### config.mk
export PLATFORM = sky130hd
export DESIGN_NAME = mac_dot_seq
export DESIGN_NICKNAME = d
export VERILOG_FILES = /design/src/rtl/mac_dot_seq.sv
export SDC_FILE = /design/constraint.sdc
export NUM_CORES = 1
export LEC_CHECK = 0
export CORE_AREA = 2 2 97 99
export CTS_CLUSTER_SIZE = 10
export DETAILED_ROUTE_END_ITERATION = 12
export DIE_AREA = 0 0 99 101
export GPL_TIMING_DRIVEN = 1
export PLACE_DENSITY = 0.84
export SYNTH_ARGS = -nofsm -noshare
export SYNTH_HDL_FRONTEND = slang
export SYNTH_SLANG_ARGS = --single-unit
export TNS_END_PERCENT = 100
### constraint.sdc
create_clock -name clk -period 4.3 [get_ports clk]
set_clock_uncertainty 0.2 [all_clocks]
set_input_delay 0.86 -clock clk [delete_from_list [all_inputs] [get_ports clk]]
set_output_delay 0.86 -clock clk [all_outputs]
set_load 0.03 [all_outputs]
### src/rtl/mac_dot_seq.sv
// rtl/mac_dot_seq.sv - job sequencer feeding signed operand pairs to a multi-cycle MAC
//
// Consumes a stream of signed 16-bit operand pairs ending with a last flag.
// Clears the MAC accumulator at job start and issues one MAC start per pair.
// Returns the 40-bit dot product on a valid/ready result port.
//
// Ports
//   clk, rst_n                      clock (rising edge), async active-low reset
//   in_valid/in_ready/in_m/in_q/in_last   operand pair stream
//   out_valid/out_ready/out_result/out_count/err_len/err_to   job result
//   busy                            sequencer not idle
//   mac_start/mac_m/mac_q/mac_clr   commands to the MAC unit
//   mac_product/mac_ready           MAC accumulator value and completion pulse
module mac_dot_seq #(
  parameter int MAX_LEN = 256,
  parameter int CNT_W   = 9,
  parameter int TIMEOUT = 64
) (
  input  logic               clk,
  input  logic               rst_n,
  input  logic               in_valid,
  output logic               in_ready,
  input  logic [15:0]        in_m,
  input  logic [15:0]        in_q,
  input  logic               in_last,
  output logic               out_valid,
  input  logic               out_ready,
  output logic [39:0]        out_result,
  output logic [CNT_W-1:0]   out_count,
  output logic               err_len,
  output logic               err_to,
  output logic               busy,
  output logic               mac_start,
  output logic [15:0]        mac_m,
  output logic [15:0]        mac_q,
  output logic               mac_clr,
  input  logic [39:0]        mac_product,
  input  logic               mac_ready
);

  localparam int TMR_W = (TIMEOUT > 1) ? $clog2(TIMEOUT) : 1;
  // count+1 == MAX_LEN is tested as count == MAX_LEN-1 so the counter never has to hold MAX_LEN+1
  localparam logic [CNT_W-1:0] LEN_LAST = CNT_W'(MAX_LEN - 1);
  localparam logic [TMR_W-1:0] TMR_LAST = TMR_W'(TIMEOUT - 1);

  typedef enum logic [2:0] {
    S_IDLE  = 3'd0,
    S_CLR   = 3'd1,
    S_ISSUE = 3'd2,
    S_WAIT  = 3'd3,
    S_DONE  = 3'd4
  } state_t;

  state_t            r_state;
  state_t            w_next;
  logic [CNT_W-1:0]  r_count;
  logic [TMR_W-1:0]  r_timer;
  logic [15:0]       r_mac_m;
  logic [15:0]       r_mac_q;
  logic              r_last;
  logic              r_mac_start;
  logic [39:0]       r_result;
  logic              r_err_len;
  logic              r_err_to;
  logic              w_accept;
  logic              w_len_hit;
  logic              w_tmr_hit;

  assign w_accept  = (r_state == S_ISSUE) && in_valid;
  assign w_len_hit = (r_count == LEN_LAST);
  assign w_tmr_hit = (r_timer == TMR_LAST);

  always_ff @(posedge clk or negedge rst_n) begin
    if (!rst_n) begin
      r_state <= S_IDLE;
    end else begin
      r_state <= w_next;
    end
  end

  always_comb begin
    w_next = r_state;
    case (r_state)
      S_IDLE:  if (in_valid) w_next = S_CLR;
      S_CLR:   w_next = S_ISSUE;
      S_ISSUE: if (in_valid) w_next = S_WAIT;
      S_WAIT: begin
        // A completion in the same cycle as the timeout wins over the timeout
        if (mac_ready) begin
          if (r_last || w_len_hit) w_next = S_DONE;
          else                     w_next = S_ISSUE;
        end else if (w_tmr_hit) begin
          w_next = S_DONE;
        end
      end
      S_DONE:  if (out_ready) w_next = S_IDLE;
      default: w_next = S_IDLE;
    endcase
  end

  always_ff @(posedge clk or negedge rst_n) begin
    if (!rst_n) begin
      r_count     <= '0;
      r_timer     <= '0;
      r_mac_m     <= '0;
      r_mac_q     <= '0;
      r_last      <= 1'b0;
      r_mac_start <= 1'b0;
      r_result    <= '0;
      r_err_len   <= 1'b0;
      r_err_to    <= 1'b0;
    end else begin
      r_mac_start <= 1'b0;
      case (r_state)
        S_CLR: begin
          r_count   <= '0;
          r_result  <= '0;
          r_err_len <= 1'b0;
          r_err_to  <= 1'b0;
        end
        S_ISSUE: begin
          if (w_accept) begin
            r_mac_m     <= in_m;
            r_mac_q     <= in_q;
            r_last      <= in_last;
            r_mac_start <= 1'b1;
            r_timer     <= '0;
          end
        end
        S_WAIT: begin
          r_timer <= r_timer + 1'b1;
          if (mac_ready) begin
            r_count  <= r_count + 1'b1;
            r_result <= mac_product;
            if (!r_last && w_len_hit) r_err_len <= 1'b1;
          end else if (w_tmr_hit) begin
            r_err_to <= 1'b1;
          end
        end
        S_DONE: begin
          if (out_ready) begin
            r_err_len <= 1'b0;
            r_err_to  <= 1'b0;
          end
        end
        default: ;
      endcase
    end
  end

  assign in_ready   = (r_state == S_ISSUE);
  assign mac_clr    = (r_state == S_CLR);
  assign out_valid  = (r_state == S_DONE);
  assign busy       = (r_state != S_IDLE);
  assign mac_start  = r_mac_start;
  assign mac_m      = r_mac_m;
  assign mac_q      = r_mac_q;
  assign out_result = r_result;
  assign out_count  = r_count;
  assign err_len    = r_err_len;
  assign err_to     = r_err_to;

endmodule

# == Word-level counts from Yosys, hierarchy flattened ==
# Cells that the tools add are included.
# classes
n_addsub,2
n_eq_ne,15
mux,22
n_reduce_logical,15
# ops
operator,n
40-bit one-hot mux with 2 select lines,1
40-bit 2-to-1 mux,1
3-bit 2-to-1 mux,6
9-bit one-hot mux with 2 select lines,1
3-bit one-hot mux with 5 select lines,1
2-bit inequality test (second input constant),6
6-bit one-hot mux with 2 select lines,1
4-bit AND reduction,3
9-bit by 1-bit adder with 9-bit output (second input constant),1
9-bit by 8-bit equality test with 1-bit output (second input constant),1
9-bit 2-to-1 mux,1
1-bit 2-to-1 mux,7
6-bit by 1-bit adder with 6-bit output (second input constant),1
3-bit by 2-bit equality test with 1-bit output (second input constant),2
6-bit equality test (second input constant),1
6-bit 2-to-1 mux,1
1-bit one-hot mux with 3 select lines,2
2-bit AND reduction,3
3-bit nonzero test,2
2-bit by 1-bit inequality test with 1-bit output (second input constant),2
2-bit nonzero test,2
3-bit by 1-bit equality test with 1-bit output (second input constant),1
3-bit equality test (second input constant),1
3-bit logical NOT,1
4 further kinds,5
# totals
regBits,94
in_bits,78
out_inout_bits,88
wordCells,64

# == Depth between registers and ports, before layout ==
# Gate-level depths: netlist of run 1.
# logic_depth
depth_word,5
ltp_mapped,7
ltp_nobuf,7

# == Least setup slack after synthesis of run 1 ==
# No wires, ideal clock.
# synth_path
path_type,reg-to-output
start,register r_state[1]
end,output port in_ready
arrival_ns,1.395
t_required_ns,3.240
path_slack_ns,1.845
stages_incl_launch_ff,4
path_buffers,2
path_cell_list,dfrtp_1 -> buf_4 -> buf_2 -> nor3b_1
# synth_between
elab_chain_cells,1
# synth_rtl
element,line_no,source
start: declaration,54,state_t r_state;
start signal: assignment,77,r_state <= w_next;
3-bit by 2-bit equality test with 1-bit output,151,assign in_ready = (r_state == S_ISSUE);
end: declaration,22,"output logic in_ready,"
# Every way passes these cells.

# == Final worst setup path of run 1 ==
# layout_path
start,register r_state[0]
end,output port mac_clr
# layout_between
elab_chain_cells,1
# layout_rtl
element,line_no,source
3-bit by 1-bit equality test with 1-bit output,152,assign mac_clr = (r_state == S_CLR);
end: declaration,36,"output logic mac_clr,"
# Every way passes these cells.

==> results.ini, run 1 <==
[routing]
ant_nets = 0
dr.pass1.iters = 4
viasPerCell = 5.30
via_count = 2923
postRouteWirelength_um = 10000
routedWlPerCell_um = 18.2
drtIter0Drc = 95
drc = 0

[layout]
fin_area_mm2 = 0.00584
antenna_cells = 0
drive_above_1_share_pct = 14.5
fill_cells = 707
areaGrowthSynthToFinish_pct = 45.6
fin_nets = 516
final_core_util_pct = 65.0

[setup_path]
path_class = reg -> out
cp-start-kind = flip-flop
worstPathArrival_ns = 2.26
critPathMaxStageDelay_ns = 0.76
ff2ff_path_depth = 3
critPathMaxFanout = 14
cp_slowest_cell = clkdlybuf4s50_1
cp-end-kind = output port
critPathRequiredTime_ns = 3.24
worstPathCellList = nor3b_4, clkdlybuf4s50_1

[synth]
synthArstFlopShare_pct = 100
synth_area_leaders = dfrtp_1 59%, mux2_4 10%, a22o_1 9.2%, buf_6 2.8%, mux2_2 1.7%
syn_inst = 276
yosysSeqAreaShare_pct = 58.7
postSynthNetCount = 357
synth_area_per_cell_um2 = 14.5
synth-edff-count = 0
yosysTopAreaCell = dfrtp_1
synth_top_flop_cell = dfrtp_1
ys_ff_latch = 94
synth_cell_type_count = 46
yosysTopAreaCellShare_pct = 58.7
syn_area_mm2 = 0.00401
yosys_warnings = 0

[timing]
worst_pin_slew_ns = 1.17
final-setup-viol-count = 0
tns_ns = 0
rsz0062_at_grt = false
fin_crit_sh_pct = 77.2
fmax_ghz = 0.301
slew_headroom_pct = 22.3
worst_slack_ns = 0.981
final-max-slew-violation-count = 0
finalHoldViolCount = 0
finalCriticalPeriod_ns = 3.32

[cts]
htree_levels = 3
clkSinkCount = 94
numCtsBuffers = 9
cts-root-buf = clkbuf_8
cts_setup_buffers = 0
postCtsHoldBufs = 0
worst_skew_pair.late_latency_ns = 0.35
cts_resized = 0
cts_buffer_depth = 2
path_clk_slew_ns = 0.09
cts_tree = built

[min_path]
hold_path_class = reg -> reg
hold_depth = 1

[run]
maxCapViolCount = 0

[die]
rows = 35
start_util_pct = 44.7
die_w_um = 99
core-area_mm2 = 0.00898
die_h_um = 101
die_area_mm2 = 0.0100
io_pins = 166

[place]
gp_congestion = 0.804
hpwl_um = 7040
dpl_cell_area_mm2 = 0.00565
io_buffers = 165
place_worst_setup_slack_ns = 1.20

[global_routing]
grt_max_degree = 95
overflow = 0
grt_pass1_vias = 2898
grt_pass1_wl_um = 16000
track_usage_pct = 20.3
antenna_found_initial = 0

[status]
outcome = finished clean

[power_and_ir_drop]
cellLeakagePower_uw = 0.00254
fin_total_pwr_uw = 4380
ir_drop_mv = 0.393
power.density_mw_per_mm2 = 750

## cells in the mapped netlist (2+ instances only)
master and instances:
a211oi_1 2, a21oi_1 6, a22o_1 42, and4b_1 2, buf_2 6, buf_4 3, buf_6 10, dfrtp_1 94
ha_1 3, inv_1 5, mux2_2 6, mux2_4 28, mux2i_1 3, nand2_1 8, nand2b_1 3, nand3_1 7
nand4_1 3, nor2_1 4, nor2b_1 2, nor3b_1 3, o211ai_1 2, o21ai_0 4, o22ai_1 2, o2bb2ai_1 3
or3_1 3, xor2_1 2
## layout make-up
type,count,area (um^2),share of cell area (%)
Inverter,5,18.8,0.322
Multi-Input combinational cell,158,1470,25.3
Tap cell,111,139,2.38
Clock buffer,10,128,2.19
Clock inverter,6,61.3,1.05
Timing Repair Buffer,167,1660,28.5
Sequential cell,94,2350,40.3
## report_power, final
group / leakage [uW] / internal, uW / switching, uW
registers: 0.00119 / 1230 / 273
logic: 0.00126 / 1100 / 1200
clock network: 0.0000964 / 269 / 308
## cell families after synthesis
family / Yosys count / share of synthesized area (%)
mux: 37 / 12.9
flops: 94 / 58.7
simple gates: 49 / 8.80
xor+xnor: 2 / 0.437
buf+inv: 24 / 4.59
compound gates: 67 / 13.6
fa+ha+maj: 3 / 0.936
## through the flow
| step | std cells | hold WS, ns |
|---|---|---|
| 2_1_floorplan | 276 | 0.290 |
| 5_1_grt | 551 | 0.319 |
| 3_3_place_gp | 535 | 0.283 |
| 3_5_place_dp | 535 | 0.282 |
| 4_1_cts | 551 | 0.309 |
| 6_report | 551 | 0.302 |
## metal layers
layer	vias to the layer above	share of wire (%)	track usage, %	wire length (um)
met5	-	0	0	0
met4	0	1.7	5.69	169
met3	14	5.9	5.41	593
met2	107	50	32.8	4990
met1	1456	43	27.3	4260
li1	1346	-	-	-
## flip-flops by register name, indices dropped and copies added (netlist names)
signal,flops
err_len,1
err_to,1
mac_m,16
mac_q,16
mac_start,1
out_count,9
out_result,40
r_last,1
r_state,3
r_timer,6
## worst max-delay path: cells and delay by family, from the launching register on
family / cells / cell delay [ns]
buffers and inverters: 1 / 0.76
flip-flops: 1 / 0.68
AND/OR/NAND/NOR: 1 / 0.48
## placed cells by master, fill, tap and decap left out, drive strengths merged, types with 3 or more instances in the layout
| cell | count |
|---|---|
| dfrtp | 94 |
| nand2 | 8 |
| inv | 6 |
| nor3b | 5 |
| clkbuf | 10 |
| ha | 3 |
| nand2b | 4 |
| clkdlybuf4s50 | 164 |
| o21ai | 4 |
| buf | 3 |
| o2bb2ai | 3 |
| a22o | 42 |
| mux2i | 3 |
| clkinv | 3 |
| nand4 | 3 |
| nand3 | 7 |
| nor2 | 5 |
| or3 | 3 |
| a21oi | 6 |
| mux2 | 34 |
## path summary, 6_finish.rpt
check | slack [ns] | to | startpoint
max | 0.98 | mac_clr | r_state[0]
min | 0.30 | out_result[31] | out_result[31]
max reg2reg | 1.65 | mac_q[6] | r_state[1]
min reg2reg | 0.30 | out_result[31] | out_result[31]
max in group asynchronous | 2.62 | out_result[19] | rst_n
min in group asynchronous | 0.52 | mac_q[9] | rst_n
Note: power is estimated with default switching activity, not from simulation.
==> inputs of run 2 (changes only) <==
--- a/config.mk
+++ b/config.mk
@@ -5,12 +5,12 @@
 export SDC_FILE = /design/constraint.sdc
 export NUM_CORES = 1
 export LEC_CHECK = 0
-export CORE_AREA = 2 2 97 99
+export CORE_AREA = 2 2 100 102
 export CTS_CLUSTER_SIZE = 10
 export DETAILED_ROUTE_END_ITERATION = 12
-export DIE_AREA = 0 0 99 101
+export DIE_AREA = 0 0 102 104
 export GPL_TIMING_DRIVEN = 1
-export PLACE_DENSITY = 0.84
+export PLACE_DENSITY = 0.8
 export SYNTH_ARGS = -nofsm -noshare
 export SYNTH_HDL_FRONTEND = slang
 export SYNTH_SLANG_ARGS = --single-unit
==> constraint.sdc (replaced) <==
create_clock -name clk -period 3.4 [get_ports clk]
set_clock_uncertainty 0.2 [all_clocks]
set_input_delay 0.68 -clock clk [delete_from_list [all_inputs] [get_ports clk]]
set_output_delay 0.68 -clock clk [all_outputs]
set_load 0.03 [all_outputs]
==> run 2 against run 1 <==
Against the previous run: critical path depth unchanged; total power increased by 28%; register-to-register slack lost 0.39 ns; sequential power rose by 26%; hold slack worse by 0.18 ns; clock-buffer cell count grew 1; global-route usage shrank 2.0 points; wire length down 2.0%; critical endpoint unchanged.
==> results.ini, run 2 (synthesis gave the netlist of run 1 again) <==
[place]
hpwl_um = 6810  ; -3.2%
dp_cells = 558  ; +4.3%
gp_congestion = 0.795  ; -1.1%
io_buffers = 165  ; unchanged

[cts]
cts_setup_buffers = 0  ; unchanged
path_clk_slew_ns = 0.09  ; about the same
htree_levels = 3  ; unchanged
numCtsBuffers = 9  ; unchanged
cts_resized = 0  ; unchanged
clkSinkCount = 94  ; unchanged
cts_buffer_depth = 2  ; unchanged
worst_skew_pair.late_latency_ns = 0.35  ; about the same
cts_tree = built
cts-root-buf = clkbuf_8
postCtsHoldBufs = 0  ; unchanged

[timing]
rsz0062_at_grt = false
finalCriticalPeriod_ns = 3.13
fin_crit_sh_pct = 92.2
tns_ns = 0  ; unchanged
slew_headroom_pct = 58.3  ; +36 points
fmax_ghz = 0.319
worst_pin_slew_ns = 0.625  ; -0.541 ns
final-max-slew-violation-count = 0  ; unchanged
finalHoldViolCount = 0  ; unchanged
final-setup-viol-count = 0  ; unchanged
whs_ns = 0.123  ; -0.180 ns

[routing]
drc = 0  ; unchanged
routedWlPerCell_um = 17.1  ; -6.0%
ant_nets = 0  ; unchanged
viasPerCell = 5.15  ; -2.9%
postRouteWirelength_um = 9820  ; -2.0%
drtIter0Drc = 96  ; +1.1%
via_count = 2957  ; +1.2%
dr.pass1.iters = 4  ; unchanged

[layout]
final_cells = 574  ; +4.2%
final_core_util_pct = 62.1  ; -2.9 points
final_common_cell = clkdlybuf4s50_1
areaGrowthSynthToFinish_pct = 47.9
final_cell_mix = 164 x clkdlybuf4s50_1, 94 x dfrtp_1, 42 x a22o_1
fin_nets = 517  ; +0.19%
drive_above_1_share_pct = 14.7  ; +0.19 points
largest_reg_flops = 40  ; unchanged
antenna_cells = 0  ; unchanged

[run]
maxCapViolCount = 0  ; unchanged

[die]
die_w_um = 102  ; +3.0%
die_area_mm2 = 0.0106  ; +6.1%
core-area_mm2 = 0.00955  ; +6.4%
start_util_pct = 42.0  ; -2.7 points
io_pins = 166  ; unchanged
die_h_um = 104  ; +3.0%
rows = 36  ; +2.9%

[global_routing]
grt_pass1_vias = 2936  ; +1.3%
overflow = 0  ; unchanged
grt_pass1_wl_um = 15400  ; -3.6%
antenna_found_initial = 0  ; unchanged
grt_max_degree = 52  ; -45%
track_usage_pct = 18.3  ; -2.0 points

[setup_path]
worstPathCellList = nor3b_4, clkdlybuf4s50_1
critPathRequiredTime_ns = 2.52  ; -0.72 ns
path_buf_inv = 1  ; unchanged
cp-end-kind = output port
cp_slowest_cell = clkdlybuf4s50_1
cp-start-kind = flip-flop
critPathMaxFanout = 14  ; unchanged
worstPathArrival_ns = 2.25  ; about the same
path_class = reg -> out
critPathMaxStageDelay_ns = 0.76  ; about the same
critical-path-top-delay-family = buffers and inverters

[power_and_ir_drop]
ir_drop_mv = 0.422  ; +7.4%
power.density_mw_per_mm2 = 942  ; +26%
cellLeakagePower_uw = 0.00256  ; +0.69%

[status]
outcome = finished clean

[min_path]
hold_path_class = in -> async

[run 2: changes by cell type in the layout (fill, tap and decap cells not counted), sizes merged]
cell | before | now
clkbuf | 10 | 11
inv | 6 | 5
buf | 3 | 4
clkinvlp | 1 | 3
clkinv | 3 | 1
[run 2: path summary, 6_finish.rpt]
path                       cells past startpoint  slack [ns]          start             end
max in group asynchronous                      2        2.20          rst_n  out_result[14]
setup / recovery                               2        0.27     r_state[0]         mac_clr
setup reg to reg                               4        1.26     r_state[1]      r_timer[2]
hold / removal                                 1        0.12          rst_n        mac_q[2]
hold reg to reg                                1        0.30  out_result[6]   out_result[6]
min in group clk                               1        0.30  out_result[6]   out_result[6]
[run 2: per-stage QoR]
step / area (um^2) / total power, uW / setup slack [ns]
finish: 5930 / 5590 / 0.265
global route: 5930 / 5870 / 0.149
CTS: 5930 / 5630 / 0.271
detailed placement: 5720 / 4850 / 0.663
global placement: 5720 / 4770 / 0.718
floorplan: 4010 / 3760 / 1.13
[run 2: final cells by class]
cell class                 instances  area [um^2]
inverter                           5         18.8
tap                              133          166
timing repair buffer             168         1710
clock buffer                      11          151
clock inverter                     5         57.6
multi-input combinational        158         1470
sequential                        94         2350
fill                             742         3620
[run 2: metal layers]
metal	part of all wire [%]	wire (um)	vias up	track usage [%]
met5	0	0	-	0
met4	1.1	108	0	4.86
met3	6.4	626	10	5.11
met2	50	4930	98	30.0
met1	42	4150	1507	23.7
li1	-	-	1342	-
[run 2: power by group]
part,switching [uW],total (uW),internal (uW)
Sequential,334,1890,1550
Clock,384,763,379
Combinational,1530,2940,1410
Total,2240,5590,3340
